[src/rtl/w_icons_adc_deser.sv]
// Receiver for the W_ICONS serial ADC outputs: oversamples CLK_REC/ADC_EN/data in the
// CLK_REF domain, assembles one word per ADC per frame and buffers tagged pairs in a FIFO.
module w_icons_adc_deser #(
    parameter int ADC_W   = 10,
    parameter int NCH     = 32,
    parameter int CH_W    = 5,
    parameter int FIFO_AW = 3
) (
    input  logic                 clk_i,
    input  logic                 reset_i,
    input  logic                 rec_clk_i,
    input  logic                 adc_en_i,
    input  logic                 adc1_data_i,
    input  logic                 adc2_data_i,
    input  logic                 resync_i,
    input  logic                 clear_err_i,
    output logic                 out_valid_o,
    input  logic                 out_ready_i,
    output logic [ADC_W-1:0]     out_adc1_o,
    output logic [ADC_W-1:0]     out_adc2_o,
    output logic [CH_W-1:0]      out_ch_o,
    output logic [FIFO_AW:0]     fill_o,
    output logic                 frame_err_o,
    output logic                 ovf_o
);
    // state | meaning
    // IDLE  | waiting for a frame start (armed only after adc_en seen low)
    // SHIFT | inside a frame, shifting one bit per CLK_REC rise
    localparam logic [0:0] ST_IDLE  = 1'b0;
    localparam logic [0:0] ST_SHIFT = 1'b1;

    localparam int BC_W  = $clog2(ADC_W + 2);
    localparam int E_W   = 2 * ADC_W + CH_W;
    localparam int DEPTH = 2 ** FIFO_AW;

    // bit order: 0 rec_clk, 1 adc_en, 2 adc1, 3 adc2
    logic [3:0]           s1_q, s1_d, s2_q, s2_d, h_q, h_d;
    logic [1:0]           flush_q, flush_d;
    logic                 armed_q, armed_d;
    logic [0:0]           state_q, state_d;
    logic [BC_W-1:0]      bit_cnt_q, bit_cnt_d;
    logic [ADC_W-1:0]     sh1_q, sh1_d, sh2_q, sh2_d;
    logic [CH_W-1:0]      ch_cnt_q, ch_cnt_d;
    logic [ADC_W-1:0]     c_adc1_q, c_adc1_d, c_adc2_q, c_adc2_d;
    logic [CH_W-1:0]      c_ch_q, c_ch_d;
    logic                 push_q, push_d;
    logic                 frame_err_q, frame_err_d, ovf_q, ovf_d;
    logic [FIFO_AW-1:0]   wr_ptr_q, wr_ptr_d, rd_ptr_q, rd_ptr_d;
    logic [FIFO_AW:0]     fill_q, fill_d;
    logic [E_W-1:0]       head_q, head_d;
    logic [E_W-1:0]       mem_q [DEPTH];

    logic rise, en_rise, en_fall, close, good;
    logic full, push_ok, pop;
    logic [E_W-1:0] wdata;

    always_comb begin
        s1_d    = {adc2_data_i, adc1_data_i, adc_en_i, rec_clk_i};
        s2_d    = s1_q;
        h_d     = s2_q;
        flush_d = (flush_q == 2'd3) ? flush_q : flush_q + 2'd1;
        // A frame already running when reset releases must not look like a start.
        armed_d = armed_q | ((flush_q == 2'd3) & ~s2_q[1]);
        rise    = s2_q[0] & ~h_q[0];
        en_rise = s2_q[1] & ~h_q[1] & armed_q;
        en_fall = ~s2_q[1] & h_q[1];
    end

    always_comb begin
        state_d   = state_q;
        bit_cnt_d = bit_cnt_q;
        sh1_d     = sh1_q;
        sh2_d     = sh2_q;
        close     = 1'b0;
        good      = 1'b0;
        case (state_q)
            ST_IDLE: begin
                if (en_rise) begin
                    bit_cnt_d = '0;
                    state_d   = ST_SHIFT;
                end
            end
            default: begin
                if (rise) begin
                    sh1_d = {sh1_q[ADC_W-2:0], s2_q[2]};
                    sh2_d = {sh2_q[ADC_W-2:0], s2_q[3]};
                    if (bit_cnt_q != BC_W'(ADC_W + 1)) bit_cnt_d = bit_cnt_q + BC_W'(1);
                end
                if (en_fall) begin
                    state_d = ST_IDLE;
                    close   = 1'b1;
                    good    = (bit_cnt_d == BC_W'(ADC_W));
                end
            end
        endcase

        c_adc1_d = c_adc1_q;
        c_adc2_d = c_adc2_q;
        c_ch_d   = c_ch_q;
        push_d   = close & good;
        if (close) begin
            c_adc1_d = sh1_d;
            c_adc2_d = sh2_d;
            c_ch_d   = ch_cnt_q;
        end

        ch_cnt_d = ch_cnt_q;
        if (resync_i)   ch_cnt_d = '0;
        else if (close) ch_cnt_d = (ch_cnt_q == CH_W'(NCH - 1)) ? '0 : ch_cnt_q + CH_W'(1);

        frame_err_d = (frame_err_q & ~clear_err_i) | (close & ~good);
    end

    always_comb begin
        wdata    = {c_adc1_q, c_adc2_q, c_ch_q};
        full     = (fill_q == (FIFO_AW+1)'(DEPTH));
        push_ok  = push_q & ~full;
        pop      = (fill_q != '0) & out_ready_i;
        wr_ptr_d = push_ok ? wr_ptr_q + FIFO_AW'(1) : wr_ptr_q;
        rd_ptr_d = pop ? rd_ptr_q + FIFO_AW'(1) : rd_ptr_q;
        fill_d   = fill_q;
        case ({push_ok, pop})
            2'b10:   fill_d = fill_q + (FIFO_AW+1)'(1);
            2'b01:   fill_d = fill_q - (FIFO_AW+1)'(1);
            default: fill_d = fill_q;
        endcase
        ovf_d = (ovf_q & ~clear_err_i) | (push_q & full);
        // Registered head: holds the last value once the FIFO drains.
        head_d = head_q;
        if (fill_d != '0) begin
            if (push_ok && (rd_ptr_d == wr_ptr_q)) head_d = wdata;
            else                                   head_d = mem_q[rd_ptr_d];
        end
    end

    always_ff @(posedge clk_i) begin
        if (push_ok) mem_q[wr_ptr_q] <= wdata;
    end

    always_ff @(posedge clk_i) begin
        if (reset_i) begin
            s1_q        <= '0;
            s2_q        <= '0;
            h_q         <= '0;
            flush_q     <= '0;
            armed_q     <= 1'b0;
            state_q     <= ST_IDLE;
            bit_cnt_q   <= '0;
            sh1_q       <= '0;
            sh2_q       <= '0;
            ch_cnt_q    <= '0;
            c_adc1_q    <= '0;
            c_adc2_q    <= '0;
            c_ch_q      <= '0;
            push_q      <= 1'b0;
            frame_err_q <= 1'b0;
            ovf_q       <= 1'b0;
            wr_ptr_q    <= '0;
            rd_ptr_q    <= '0;
            fill_q      <= '0;
            head_q      <= '0;
        end else begin
            s1_q        <= s1_d;
            s2_q        <= s2_d;
            h_q         <= h_d;
            flush_q     <= flush_d;
            armed_q     <= armed_d;
            state_q     <= state_d;
            bit_cnt_q   <= bit_cnt_d;
            sh1_q       <= sh1_d;
            sh2_q       <= sh2_d;
            ch_cnt_q    <= ch_cnt_d;
            c_adc1_q    <= c_adc1_d;
            c_adc2_q    <= c_adc2_d;
            c_ch_q      <= c_ch_d;
            push_q      <= push_d;
            frame_err_q <= frame_err_d;
            ovf_q       <= ovf_d;
            wr_ptr_q    <= wr_ptr_d;
            rd_ptr_q    <= rd_ptr_d;
            fill_q      <= fill_d;
            head_q      <= head_d;
        end
    end

    assign out_valid_o = (fill_q != '0);
    assign fill_o      = fill_q;
    assign out_adc1_o  = head_q[E_W-1 -: ADC_W];
    assign out_adc2_o  = head_q[CH_W +: ADC_W];
    assign out_ch_o    = head_q[CH_W-1:0];
    assign frame_err_o = frame_err_q;
    assign ovf_o       = ovf_q;

endmodule

[config.mk]
export PLATFORM = sky130hd
export DESIGN_NAME = w_icons_adc_deser
export DESIGN_NICKNAME = d
export VERILOG_FILES = /design/src/rtl/w_icons_adc_deser.sv
export SDC_FILE = /design/constraint.sdc
export NUM_CORES = 1
export LEC_CHECK = 0
export CAP_MARGIN = 20
export CORE_MARGIN = 1.5
export CORE_UTILIZATION = 40
export CTS_CLUSTER_SIZE = 14
export DETAILED_ROUTE_END_ITERATION = 7
export GPL_TIMING_DRIVEN = 0
export PLACE_DENSITY = 0.57
export REMOVE_ABC_BUFFERS = 1
export SYNTH_ARGS = -nofsm -noshare
export SYNTH_HDL_FRONTEND = slang
export SYNTH_SLANG_ARGS = --single-unit
[constraint.sdc]
create_clock -name clk_i -period 6.5 [get_ports clk_i]
set_input_delay 0.65 -clock clk_i [delete_from_list [all_inputs] [get_ports clk_i]]
set_output_delay 0.65 -clock clk_i [all_outputs]
set_load 0.01 [all_outputs]
* Word-level counts from Yosys, hierarchy flattened *
Memories as Yosys holds them, arrays and structs flattened. A register that Yosys moved wholly into a read port is not among the register bits.
Cells that the tools add are included.

word-level totals
  register bits after elaboration = 81
  bits in latches = 0
  RAM bits = 200
  bits in read-only memories = 0
  input port bits = 9
  output and inout bits = 32
  logic and storage cells = 80
  memories = 1

memories
  memory  depth  bits a word  rd ports  clocked after Yosys merged registers in  wr ports  line  source
  mem_q   8      25           1         1                                        1         51    logic [E_W-1:0] mem_q [DEPTH];

cells by class
  add/subtract/negate cells = 7
  multiply operators = 0
  div/mod/pow operators = 0
  order comparisons = 0
  equality and inequality tests = 7
  shift-type cells = 0
  mux-type cells = 21
  bitwise logic cells = 21
  reduce and logical (&&, ||, !) cells = 4

operators by type and width
  kind                   count
  $mux W10               4
  $mux W4                5
  $and A1 B1 Y1          12
  $mux W1                9
  $add A4 B1 Y4 const B  2
  $eq A4 B4 Y1 const B   2
  $pmux W4 S2            1
  $reduce_bool A4 Y1     2
  $add A3 B1 Y3 const B  2
  $not A1 Y1             6
  $add A5 B1 Y5 const B  1
  $eq A5 B5 Y1 const B   1
  $mux W5                1
  $eq A2 B2 Y1 const B   2
  $ne A4 B4 Y1 const B   1
  $sub A4 B1 Y4 const B  1
  $mux W3                1
  $or A1 B1 Y1           3
  $add A2 B1 Y2 const B  1
  $eq A2 B1 Y1 const B   1
  $reduce_bool A2 Y1     1
  $reduce_or A2 Y1       1

* Depth between registers and ports, before layout *
  depth after elaboration = 10
  depth in mapped cells = 18
  mapped depth without buffers = 13

* Least setup slack after synthesis *
Ideal clock, no wire load.

  kind = register to register
  start = register fill_q[2], in the netlist fill_o[2]
  end = memory mem_q[0][0] (netlist name) (enable)
  setup time = 0.470 ns
  arrival time = 3.682 ns
  data required time = 6.030 ns
  slack = 2.348 ns
  stages on the path, launching flop included = 8
  buffers on the path = 2
  period minus slack after synthesis = 4.152 ns
  path through = dfxtp_1 clkbuf_1 nor3_1 nand2_1 and2_1 clkbuf_1 inv_1 nor4_1

on the way
  cells in the longest elaborated chain, start to end = 5

RTL lines
  item                           line  source
  start: declaration             49    logic [FIFO_AW:0] fill_q, fill_d;
  start signal: assignment       181   fill_q <= fill_d;
  $eq A4 B4 Y1                   116   full = (fill_q == (FIFO_AW+1)'(DEPTH));
  $not A1 Y1                     117   push_ok = push_q & ~full;
  $and A1 B1 Y1                  117
  $mux W1                        137   if (push_ok) mem_q[wr_ptr_q] <= wdata;
  $mux W1 (implied by the code)  137
  end: declaration               51

No other way between the ends.

* Final worst setup path *
  start = register fill_q[0], in the netlist fill_o[0]
  end = register head_q[20], read port of mem_q

on the way
  cells in the longest elaborated chain, start to end = 6
  elaborated cells between the ends (all ways) = 12
  those cells by class = add/sub (2); eq/ne (3); mux (2); bitwise (3); reduce/logical (2)

RTL lines
  item                                          line  source
  $eq A4 B4 Y1                                  116
  $not A1 Y1                                    117
  $and A1 B1 Y1                                 117
  $eq A2 B1 Y1 or $eq A2 B2 Y1 (tied branches)  122   case ({push_ok, pop})
  $pmux W4 S2                                   122
  $reduce_bool A4 Y1                            130   if (fill_d != '0) begin
  end: declaration                              50    logic [E_W-1:0] head_q, head_d;

Several ways; a longest one is shown, not always the timed one.
A chain may end at the register's enable or synchronous reset.

==> metrics.cfg <==
[worst_setup_path]
reg2reg_to=head_q[20]$_SDFFE_PP0P_
crit_arrival_ps=5050
worstSetupEndpointType=flip-flop
max_stage_delay_ps=820
path_buf_inv=2
slowest_stage=and3_2
crit_required_ps=6880
crit_fanout=28
startpoint_type=flip-flop
regToRegStartpoint=fill_o[0]$_SDFF_PP0_
cp_cell_sequence=o41ai_4, inv_4, ha_1, xor2_1, ha_1, a21oi_1, mux2i_1, xor2_1, and3_2, or3b_2, buf_12, o221ai_1
ff2ff_path_depth=12
crit_type=flip-flop to flip-flop
rrSetupSlack_ps=1830
crit_family=simple AND/OR/NAND/NOR gates

[pwr]
p_per_area_mw_per_mm2=244.7
p_leak_nw=5.011
irDropWorstVdd_mv=0.1709

[place]
dpl_cell_area_mm2=0.01532
placedCellCount=1460
place_congestion=0.7246
io_buffers=40
hpwlAfterDp_um=19370

[run_status]
status=finished clean

[synthesis]
ys_seq_area_frac=0.5799
async_flop_share=0
yosys_warnings=0
synth_edf_count=200
ys.flop_type=edfxtp_1
synth_top_area_cell=edfxtp_1
synthTopCellsByArea=edfxtp_1, dfxtp_1, mux2i_1
yosysTopAreaCellShare=0.4285
synth.distinct_cells=54
synth_cells=1005
netlist_area_mm2=0.01401
synth-seq-cells=306
syn_area_per_cell_um2=13.94

[min_path]
min_from=s1_q[1]$_SDFF_PP0_
min_to=h_d[1]$_SDFF_PP0_
worstHoldPathType=flip-flop to flip-flop
hold_depth=1

[floorplan]
boundaryPins=41
row_count=68
start_util=0.4057
die_h_um=190.2
die_x_um=190.2
die_area_mm2=0.03617
fp.coreArea_mm2=0.03454

[finish]
layout-drive-gt1-share=0.1912
fin_cells=1527
final_core_util=0.4777
nets=1062
fin_area_mm2=0.01650
diodes=0
area_growth_pct=17.73

[cts]
cts_buffer_depth=3
cts_repair_resize_count=0
htree_num_levels=2
numClockSinks=306
clk_latency_ps=510
numCtsBuffers=36
root_buffer=clkbuf_16
holdBufCountCts=0
post_cts_buffers=0
clkTransAtPathRegs_ps=60
cts_tree=built

[sta]
relSlewSlack=0.3296
finalMaxSlewViolations=0
rsz0062_at_grt=no
period_needed_ps=4673
setup_viol=0
worst_pin_slew_ps=1000
fmax_mhz=214.0
finalCritPeriodShare=0.7189
fin_skew_ps=18.67
final_hold_viol_count=0

[drt]
viasPerCell=5.477
post-route-drc-count=0
drt-pass1-iter-count=6
ant_nets=0
wl_per_cell_um=20.87
drtIter0Drc=563
vias=8363
drt-total-wl_um=31880

[global_route]
grt_usage=0.1805
antenna_found_initial=0
grt-ovfl-total=0
grt_pass1_wl_um=49170
grt_pass1_vias=8466
grt_max_degree=68

[flow_run]
drv_cap=0

==> per-layer routing <==
metal | GRT usage | vias to the layer above | wire length, um
li1 | - | 3887 | -
met1 | 0.2475 | 4259 | 14790
met2 | 0.3005 | 171 | 15230
met3 | 0.02859 | 46 | 1297
met4 | 0.04240 | 0 | 559
met5 | 0 | - | 0
==> through the flow <==
step	power (mW)	TNS, ps	hold slack (ps)	setup slack (ps)
final	4.037	0	436.5	1827
after global routing	4.159	0	447.8	1551
after detailed placement	2.137	0	429.1	940.7
after floorplan	2.114	-49210	413.8	-1983
after CTS	4.075	0	440.3	1375
after global placement	2.135	-180300	417.9	-5863
==> how the worst max path moves through the flow <==
stage | from | end | slack (ps) | depth (start not counted)
global placement | rd_ptr_q[1]$_SDFF_PP0_ | head_q[21]$_SDFFE_PP0P_ | -5860 | 7
CTS | fill_o[0]$_SDFF_PP0_ | head_q[20]$_SDFFE_PP0P_ | 1370 | 12
global route | fill_o[0]$_SDFF_PP0_ | head_q[18]$_SDFFE_PP0P_ | 1550 | 10
floorplan | rd_ptr_q[1]$_SDFF_PP0_ | head_q[18]$_SDFFE_PP0P_ | -1980 | 7
detailed placement | out_ready_i | head_q[20]$_SDFFE_PP0P_ | 940 | 13
finish | fill_o[0]$_SDFF_PP0_ | head_q[20]$_SDFFE_PP0P_ | 1830 | 12
==> where the power goes <==
group | total, mW | switching (mW) | leakage (nW) | internal, mW
Sequential | 2.06 | 0.00333 | 2.70 | 2.05
Combinational | 0.0388 | 0.0226 | 1.74 | 0.0162
Clock | 1.94 | 0.768 | 0.568 | 1.17
==> state kept, by name, summed over array words and instances (netlist names) <==
signal and flops:
c_adc2_q 10, h_q 2, head_q 25, c_adc1_q 10, s1_q 4, frame_err_o 1, ovf_o 1, sh2_q 10
bit_cnt_q 4, wr_ptr_q 3, rd_ptr_q 3, state_q 1, armed_q 1, h_d 4, ch_cnt_q 5, sh1_q 10
push_q 1, flush_q 2, fill_o 4, mem_q 200, c_ch_q 5
==> Yosys cell counts, types with 2 or more instances <==
cell type	n
edfxtp_1	200
mux2i_1	199
dfxtp_1	106
nand2_1	66
a21oi_1	53
mux4_2	52
clkbuf_1	47
nor2_1	45
inv_1	32
nand3b_1	25
mux2_2	24
o221ai_2	20
buf_2	18
nor2b_1	12
nor3_1	12
ha_1	9
o21ai_0	7
and3_1	5
buf_1	5
nand3_1	5
xor2_1	5
nor3b_1	4
o221ai_1	4
xnor2_1	4
a211oi_1	3
a31oi_1	3
buf_6	3
nand2b_1	3
nor4b_1	3
a211o_1	2
a21boi_0	2
a221oi_1	2
a32oi_1	2
and2_1	2
and3b_1	2
==> cells by family (layout without fill, tap and decap cells) <==
kind of cell,count (synthesis),in the layout,synth area share
XOR/XNOR,10,10,0.007320
AND/OR/NAND/NOR,191,191,0.06767
flip-flops,306,306,0.5799
multiplexers,275,275,0.2450
adder cells (fa/ha/maj),9,9,0.008035
AO/OA/AOI/OAI,107,107,0.05973
buffers and inverters,107,174,0.03232
==> layout make-up <==
class | instances | area (um2)
clock inverter | 10 | 86.33
timing repair buffer | 75 | 1005
sequential | 306 | 8133
inverter | 33 | 126.4
tap | 455 | 569.3
fill | 3016 | 18040
multi-input combinational | 592 | 5513
clock buffer | 56 | 1067
==> placed cells by master (no fill, tap or decap), types with 5 or more instances in the layout <==
cell	count
edfxtp_1	200
mux2i_1	199
dfxtp_1	104
nand2_1	66
a21oi_1	53
mux4_2	52
nor2_1	41
clkdlybuf4s50_1	39
clkbuf_16	37
inv_1	32
nand3b_1	25
mux2_2	24
o221ai_2	20
nor2b_1	12
clkbuf_1	12
buf_16	10
buf_6	9
nor3_1	8
ha_1	8
buf_8	8
o21ai_0	7
clkbuf_8	7
xor2_1	5
buf_4	5
No activity file was read; power rests on OpenSTA's default activity.
